`config.mk`:
```
export PLATFORM = sky130hd
export DESIGN_NAME = ex_mem_flat
export DESIGN_NICKNAME = d
export VERILOG_FILES = /design/src/rtl/ex_mem_if.sv /design/src/rtl/ex_mem.sv /design/src/flat_wrapper.sv
export SDC_FILE = /design/constraint.sdc
export NUM_CORES = 1
export LEC_CHECK = 0
export ABC_AREA = 1
export BUFFER_PORTS_ARGS = -buffer_cell sky130_fd_sc_hd__buf_2
export CAP_MARGIN = 15
export CORE_AREA = 10 10 184 186
export CTS_BUF_LIST = sky130_fd_sc_hd__clkbuf_4 sky130_fd_sc_hd__clkbuf_8 sky130_fd_sc_hd__clkbuf_16
export DETAILED_ROUTE_END_ITERATION = 12
export DIE_AREA = 0 0 194 196
export PLACE_DENSITY_LB_ADDON = 0.05
export SYNTH_ARGS = -nofsm -noshare
export SYNTH_HDL_FRONTEND = slang
export SYNTH_SLANG_ARGS = --single-unit
```
`constraint.sdc`:
```
create_clock -name clk -period 1.5 [get_ports clk]
set_input_delay 0.3 -clock clk [delete_from_list [all_inputs] [get_ports clk]]
set_output_delay 0.3 -clock clk [all_outputs]
set_load 0.01 [all_outputs]
```
`src/rtl/ex_mem_if.sv`:
```
// Bundle of EX->MEM pipeline signals plus stall/flush control and madd/msub feedback.
// The slave modport is the pipeline register; the master modport is the EX/ctrl side.
interface ex_mem_if;
  logic [5:0]  stall;
  logic        flush;

  logic [4:0]  ex_waddr_reg_i;
  logic        ex_we_reg_i;
  logic [31:0] ex_wdata_i;
  logic        ex_whilo_i;
  logic [31:0] ex_hi_i;
  logic [31:0] ex_lo_i;
  logic [7:0]  ex_aluop_i;
  logic [31:0] ex_mem_addr_i;
  logic [31:0] ex_reg2_i;
  logic [63:0] ex_hilo_i;
  logic [1:0]  ex_cnt_i;

  logic [4:0]  mem_waddr_reg_o;
  logic        mem_we_reg_o;
  logic [31:0] mem_wdata_o;
  logic        mem_whilo_o;
  logic [31:0] mem_hi_o;
  logic [31:0] mem_lo_o;
  logic [7:0]  mem_aluop_o;
  logic [31:0] mem_mem_addr_o;
  logic [31:0] mem_reg2_o;
  logic [63:0] hilo_o;
  logic [1:0]  cnt_o;

  modport master (
    output stall, flush,
    output ex_waddr_reg_i, ex_we_reg_i, ex_wdata_i, ex_whilo_i, ex_hi_i, ex_lo_i,
    output ex_aluop_i, ex_mem_addr_i, ex_reg2_i, ex_hilo_i, ex_cnt_i,
    input  mem_waddr_reg_o, mem_we_reg_o, mem_wdata_o, mem_whilo_o, mem_hi_o, mem_lo_o,
    input  mem_aluop_o, mem_mem_addr_o, mem_reg2_o, hilo_o, cnt_o
  );

  modport slave (
    input  stall, flush,
    input  ex_waddr_reg_i, ex_we_reg_i, ex_wdata_i, ex_whilo_i, ex_hi_i, ex_lo_i,
    input  ex_aluop_i, ex_mem_addr_i, ex_reg2_i, ex_hilo_i, ex_cnt_i,
    output mem_waddr_reg_o, mem_we_reg_o, mem_wdata_o, mem_whilo_o, mem_hi_o, mem_lo_o,
    output mem_aluop_o, mem_mem_addr_o, mem_reg2_o, hilo_o, cnt_o
  );
endinterface

```
`src/rtl/ex_mem.sv`:
```
// EX/MEM pipeline register: advances, holds or bubbles the EX payload under stall/flush,
// and keeps the madd/msub partial product and cycle count while EX is stalled.
module ex_mem (
  input logic     clk,
  input logic     rst,
  ex_mem_if.slave bus
);

  typedef struct packed {
    logic [4:0]  waddr;
    logic        we;
    logic [31:0] wdata;
    logic        whilo;
    logic [31:0] hi;
    logic [31:0] lo;
    logic [7:0]  aluop;
    logic [31:0] mem_addr;
    logic [31:0] reg2;
  } payload_t;

  // All-zero is the NOP: no GPR write, no HI/LO write, EXE_NOP_OP.
  localparam payload_t Bubble = '0;

  payload_t    ex_payload;
  payload_t    payload_d, payload_q;
  logic [63:0] hilo_d, hilo_q;
  logic [1:0]  cnt_d, cnt_q;

  always_comb begin
    ex_payload = '{
      waddr:    bus.ex_waddr_reg_i,
      we:       bus.ex_we_reg_i,
      wdata:    bus.ex_wdata_i,
      whilo:    bus.ex_whilo_i,
      hi:       bus.ex_hi_i,
      lo:       bus.ex_lo_i,
      aluop:    bus.ex_aluop_i,
      mem_addr: bus.ex_mem_addr_i,
      reg2:     bus.ex_reg2_i
    };

    payload_d = payload_q;
    if (bus.flush) begin
      payload_d = Bubble;
    end else if (bus.stall[3] && !bus.stall[4]) begin
      // EX stalled but MEM moves on: hand MEM a NOP rather than a duplicate.
      payload_d = Bubble;
    end else if (!bus.stall[3]) begin
      payload_d = ex_payload;
    end

    // Feedback survives only while EX is stalled mid-madd/msub.
    hilo_d = '0;
    cnt_d  = '0;
    if (!bus.flush && bus.stall[3]) begin
      hilo_d = bus.ex_hilo_i;
      cnt_d  = bus.ex_cnt_i;
    end
  end

  always_ff @(posedge clk) begin
    if (rst) begin
      payload_q <= Bubble;
      hilo_q    <= '0;
      cnt_q     <= '0;
    end else begin
      payload_q <= payload_d;
      hilo_q    <= hilo_d;
      cnt_q     <= cnt_d;
    end
  end

  assign bus.mem_waddr_reg_o = payload_q.waddr;
  assign bus.mem_we_reg_o    = payload_q.we;
  assign bus.mem_wdata_o     = payload_q.wdata;
  assign bus.mem_whilo_o     = payload_q.whilo;
  assign bus.mem_hi_o        = payload_q.hi;
  assign bus.mem_lo_o        = payload_q.lo;
  assign bus.mem_aluop_o     = payload_q.aluop;
  assign bus.mem_mem_addr_o  = payload_q.mem_addr;
  assign bus.mem_reg2_o      = payload_q.reg2;
  assign bus.hilo_o          = hilo_q;
  assign bus.cnt_o           = cnt_q;

endmodule

```
`src/flat_wrapper.sv`:
```
// flat-port wrapper written by rule: the top's interface ports become plain ports
module ex_mem_flat 
  (clk, rst, bus_stall, bus_flush, bus_ex_waddr_reg_i, bus_ex_we_reg_i, bus_ex_wdata_i, bus_ex_whilo_i, bus_ex_hi_i, bus_ex_lo_i, bus_ex_aluop_i, bus_ex_mem_addr_i, bus_ex_reg2_i, bus_ex_hilo_i, bus_ex_cnt_i, bus_mem_waddr_reg_o, bus_mem_we_reg_o, bus_mem_wdata_o, bus_mem_whilo_o, bus_mem_hi_o, bus_mem_lo_o, bus_mem_aluop_o, bus_mem_mem_addr_o, bus_mem_reg2_o, bus_hilo_o, bus_cnt_o);
  ex_mem_if bus_i ();
  input logic clk;
  input logic rst;
  input wire logic [$bits(bus_i.stall)-1:0] bus_stall;
  input wire logic [$bits(bus_i.flush)-1:0] bus_flush;
  input wire logic [$bits(bus_i.ex_waddr_reg_i)-1:0] bus_ex_waddr_reg_i;
  input wire logic [$bits(bus_i.ex_we_reg_i)-1:0] bus_ex_we_reg_i;
  input wire logic [$bits(bus_i.ex_wdata_i)-1:0] bus_ex_wdata_i;
  input wire logic [$bits(bus_i.ex_whilo_i)-1:0] bus_ex_whilo_i;
  input wire logic [$bits(bus_i.ex_hi_i)-1:0] bus_ex_hi_i;
  input wire logic [$bits(bus_i.ex_lo_i)-1:0] bus_ex_lo_i;
  input wire logic [$bits(bus_i.ex_aluop_i)-1:0] bus_ex_aluop_i;
  input wire logic [$bits(bus_i.ex_mem_addr_i)-1:0] bus_ex_mem_addr_i;
  input wire logic [$bits(bus_i.ex_reg2_i)-1:0] bus_ex_reg2_i;
  input wire logic [$bits(bus_i.ex_hilo_i)-1:0] bus_ex_hilo_i;
  input wire logic [$bits(bus_i.ex_cnt_i)-1:0] bus_ex_cnt_i;
  output wire logic [$bits(bus_i.mem_waddr_reg_o)-1:0] bus_mem_waddr_reg_o;
  output wire logic [$bits(bus_i.mem_we_reg_o)-1:0] bus_mem_we_reg_o;
  output wire logic [$bits(bus_i.mem_wdata_o)-1:0] bus_mem_wdata_o;
  output wire logic [$bits(bus_i.mem_whilo_o)-1:0] bus_mem_whilo_o;
  output wire logic [$bits(bus_i.mem_hi_o)-1:0] bus_mem_hi_o;
  output wire logic [$bits(bus_i.mem_lo_o)-1:0] bus_mem_lo_o;
  output wire logic [$bits(bus_i.mem_aluop_o)-1:0] bus_mem_aluop_o;
  output wire logic [$bits(bus_i.mem_mem_addr_o)-1:0] bus_mem_mem_addr_o;
  output wire logic [$bits(bus_i.mem_reg2_o)-1:0] bus_mem_reg2_o;
  output wire logic [$bits(bus_i.hilo_o)-1:0] bus_hilo_o;
  output wire logic [$bits(bus_i.cnt_o)-1:0] bus_cnt_o;
  assign bus_i.stall = bus_stall;
  assign bus_i.flush = bus_flush;
  assign bus_i.ex_waddr_reg_i = bus_ex_waddr_reg_i;
  assign bus_i.ex_we_reg_i = bus_ex_we_reg_i;
  assign bus_i.ex_wdata_i = bus_ex_wdata_i;
  assign bus_i.ex_whilo_i = bus_ex_whilo_i;
  assign bus_i.ex_hi_i = bus_ex_hi_i;
  assign bus_i.ex_lo_i = bus_ex_lo_i;
  assign bus_i.ex_aluop_i = bus_ex_aluop_i;
  assign bus_i.ex_mem_addr_i = bus_ex_mem_addr_i;
  assign bus_i.ex_reg2_i = bus_ex_reg2_i;
  assign bus_i.ex_hilo_i = bus_ex_hilo_i;
  assign bus_i.ex_cnt_i = bus_ex_cnt_i;
  assign bus_mem_waddr_reg_o = bus_i.mem_waddr_reg_o;
  assign bus_mem_we_reg_o = bus_i.mem_we_reg_o;
  assign bus_mem_wdata_o = bus_i.mem_wdata_o;
  assign bus_mem_whilo_o = bus_i.mem_whilo_o;
  assign bus_mem_hi_o = bus_i.mem_hi_o;
  assign bus_mem_lo_o = bus_i.mem_lo_o;
  assign bus_mem_aluop_o = bus_i.mem_aluop_o;
  assign bus_mem_mem_addr_o = bus_i.mem_mem_addr_o;
  assign bus_mem_reg2_o = bus_i.mem_reg2_o;
  assign bus_hilo_o = bus_i.hilo_o;
  assign bus_cnt_o = bus_i.cnt_o;
  ex_mem u_core (.clk(clk), .rst(rst), .bus(bus_i));
endmodule
```
==> Flow_metrics.wiki <==
{| class="wikitable"
! Metric !! Value
|-
| Result of the run || complete, no violations
|-
| Final setup fails || 0
|-
| Worst endpoint data arrival time || 1070 ps
|-
| Number of global-route vias before repair || 9,085
|-
| Clock latency reported for the late side of the worst-skew pair || roughly 530 ps
|-
| Part of the Yosys area used for sequential elements || between 40% and 50%
|-
| Number of synthesized register bits || between 200 and 250
|-
| Average routed wire per standard cell || about 14 µm
|-
| Main area contributors after synthesis || sky130_fd_sc_hd__dfxtp_1 (49%), sky130_fd_sc_hd__nor2_1 (22%), sky130_fd_sc_hd__inv_1 (16%), sky130_fd_sc_hd__nand2_1 (6.7%), sky130_fd_sc_hd__buf_6 (3.4%)
|-
| Power density relative to cell area || between 1000 and 1500 nW/µm²
|-
| Critical Path End Type || primary output
|-
| Number of buffers on the longest clock path || 3
|-
| Via-per-instance ratio || slightly below 4
|-
| Resized cells post-CTS || 0
|-
| Critical path startpoint category || register
|-
| Die footprint || ~38,000 µm²
|-
| Synthesis-to-layout area growth || 44.6%
|-
| Proportion of layout cells with a drive suffix above 1 || 28.3%
|-
| Post-synth top area share || around half
|-
| Maximum number of pins on one net before global-route repair || 85
|-
| Post-layout nets || 2,281
|-
| Post-layout util || a little under half
|-
| Number of DRC violations after detailed-routing iteration 0 || between 400 and 500
|-
| Number of clock sinks seen by CTS || ~240
|-
| Family with the most delay on the worst path || flip-flops
|-
| IR drop worst, VDD || just under 0.8 mV
|-
| Warning count from the yosys run || 0
|-
| Antenna violations before repair || 13
|-
| Static leakage || between 9 and 10 nW
|-
| Total standard cell area after synthesis || ~10000 µm²
|-
| Count of max-cap constraint violations || 0
|-
| Synthesized netlist cell count || 1,493
|-
| Final Hold Fails || 0
|-
| Maximum clock rate || ~0.73 GHz
|-
| Setup repair after global routing missed its margin || false
|-
| Crit-path cells || buf_2
|-
| Minimum setup slack among reg-to-reg paths || 820 ps
|-
| Count of cell types in the netlist || 10
|-
| Die extent in y || approximately 200 µm
|-
| GRT Overall Usage || between 10% and 20%
|-
| Mean instance size in the synthesized netlist || 6.61 µm²
|-
| Clock buffers created by TritonCTS || 28
|-
| Path class of the lowest-slack min-delay path || in2reg
|-
| Slowest library cell on the worst path || sky130_fd_sc_hd__dfxtp_1
|-
| Crit Path Max Fanout || 2
|-
| Port buffer count || about 490
|-
| Cell taking the most area after synthesis || sky130_fd_sc_hd__dfxtp_1
|-
| CTS HTree Levels || 1
|-
| Hold slack || 79.5 ps
|-
| Number of post-CTS setup repair buffers || 0
|-
| WL final || approximately 34,000 µm
|-
| DIE WIDTH || 194 µm
|-
| Clock transition at the registers of the reported paths || approximately 60 ps
|-
| Routability-driven placement congestion ratio || about 0.79
|-
| Syn nets || about 1,700
|-
| Count of nets left with antenna violations after detail routing || 0
|-
| Total DRC errors in the routed layout || 0
|-
| Headroom to the max-slew limit || around three quarters
|-
| Setup CP Type || reg2out
|-
| Vias || about 9,500
|-
| Buffers plus inverters on the worst setup path || 1
|-
| Hold_buf cts || between 60 and 70
|-
| Maximum single-stage delay on the critical path || roughly 380 ps
|-
| CTS Root Cell || sky130_fd_sc_hd__clkbuf_16
|-
| Ports || just under 500
|-
| Core Box Area || approximately 30,000 µm²
|-
| Detailed-routing iteration count for the pre-antenna-repair pass || 5
|-
| CTS tree || built
|-
| Final Slew Violations || 0
|-
| Post-route clock skew || 0 ps
|-
| Setup total negative slack || 0 ps
|-
| Worst endpoint required time || about 1200 ps
|-
| Final min period || around 1400 ps
|-
| First-pass GRT wire length || approximately 50,000 µm
|-
| Initial core utilization || about 33%
|-
| Post-route clock period utilization || roughly nine tenths
|-
| Tightest Pin Transition || 370 ps
|-
| Congestion Overflow GR || 0
|-
| Core Rows || 64
|-
| HPWL after DPL || around 26,000 µm
|}
-- worst reg2reg max path, cell delays in order (launching register included) --
cell and delay, ps:
sky130_fd_sc_hd__dfxtp_1 320, sky130_fd_sc_hd__nand2_1 70, sky130_fd_sc_hd__inv_1 50, sky130_fd_sc_hd__nor2_1 90, sky130_fd_sc_hd__nor2_1 50
-- area by class of cell --
cell class	count	area, µm²
repair buffers	573	3460
inverters	417	1570
clock buffers	45	908
diodes	5	12.5
well taps	396	495
clock inverters	6	33.8
multi-input cells	770	2960
flip-flops and latches	241	4820
fillers	3268	16000
-- cells in the mapped netlist --
library cell / number
sky130_fd_sc_hd__nand2_1: 177
sky130_fd_sc_hd__buf_4: 8
sky130_fd_sc_hd__clkbuf_1: 1
sky130_fd_sc_hd__nand2_2: 1
sky130_fd_sc_hd__dfxtp_1: 241
sky130_fd_sc_hd__nor2_2: 20
sky130_fd_sc_hd__nor2_1: 572
sky130_fd_sc_hd__buf_2: 26
sky130_fd_sc_hd__buf_6: 30
sky130_fd_sc_hd__inv_1: 417
-- registers in the layout, summed over array words and instances, names as in the netlist --
name                        count
u_core.bus.mem_lo_o            32
u_core.bus.cnt_o                2
u_core.bus.mem_whilo_o          1
u_core.bus.mem_mem_addr_o      32
u_core.bus.mem_reg2_o          32
u_core.bus.mem_hi_o            32
u_core.bus.mem_we_reg_o         1
u_core.bus.mem_waddr_reg_o      5
u_core.bus.mem_aluop_o          8
u_core.bus.mem_wdata_o         32
u_core.bus.hilo_o              64
-- routing by layer --
layer	vias up	share of wire (%)	GRT usage (%)
met1	4040	38	17.9
met5	-	0.26	0
met4	14	2.9	5.59
met2	312	50	29.8
li1	5119	-	-
met3	63	9.2	6.84
-- cell families after synthesis --
kind of cell,synth area share [%]
and+or+nand+nor,29.8
DFF,48.9
buffers and inverters,21.3
-- layout by cell type (no fill, tap or decap) --
| cell | count |
|---|---|
| sky130_fd_sc_hd__buf_12 | 16 |
| sky130_fd_sc_hd__clkinv_4 | 1 |
| sky130_fd_sc_hd__buf_2 | 485 |
| sky130_fd_sc_hd__nand2_8 | 1 |
| sky130_fd_sc_hd__nor2_2 | 20 |
| sky130_fd_sc_hd__dfxtp_1 | 241 |
| sky130_fd_sc_hd__clkinv_2 | 5 |
| sky130_fd_sc_hd__dlygate4sd3_1 | 66 |
| sky130_fd_sc_hd__clkbuf_16 | 29 |
| sky130_fd_sc_hd__clkbuf_4 | 6 |
| sky130_fd_sc_hd__nand2_2 | 1 |
| sky130_fd_sc_hd__nand2_1 | 176 |
| sky130_fd_sc_hd__nor2_1 | 572 |
| sky130_fd_sc_hd__buf_4 | 5 |
| sky130_fd_sc_hd__inv_1 | 417 |
| sky130_fd_sc_hd__diode_2 | 5 |
| sky130_fd_sc_hd__clkbuf_8 | 10 |
| sky130_fd_sc_hd__buf_8 | 1 |
-- report_power, final --
group | leakage, nW | switching [mW] | internal [mW]
logic | 6.86 | 0.870 | 0.764
registers | 1.96 | 0.0670 | 6.57
clock network | 0.481 | 2.69 | 4.12
total | 9.30 | 3.63 | 11.5
-- per-stage QoR --
stage / setup WS [ps] / total power [mW] / cell area (µm²) / instances
2_1_floorplan: 437 / 7.62 / 9860 / 1493
3_3_place_gp: 88.2 / 8.28 / 12600 / 2331
3_5_place_dp: 94.3 / 8.30 / 12600 / 2331
4_1_cts: 80.6 / 15.4 / 14200 / 2448
5_1_grt: 68.8 / 15.8 / 14300 / 2452
6_report: 131 / 15.1 / 14300 / 2453
-- path summary, 6_finish.rpt --
path / start / endpoint / depth (start not counted)
min reg2reg: u_core.bus.mem_reg2_o[14] / u_core.bus.mem_reg2_o[14] / 4
max: u_core.bus.mem_wdata_o[2] / bus_mem_wdata_o[2] / 1
max reg2reg: u_core.bus.mem_lo_o[16] / u_core.bus.mem_lo_o[16] / 4
min: bus_ex_reg2_i[15] / u_core.bus.mem_reg2_o[15] / 5
Power figures use the tool's default switching activity.
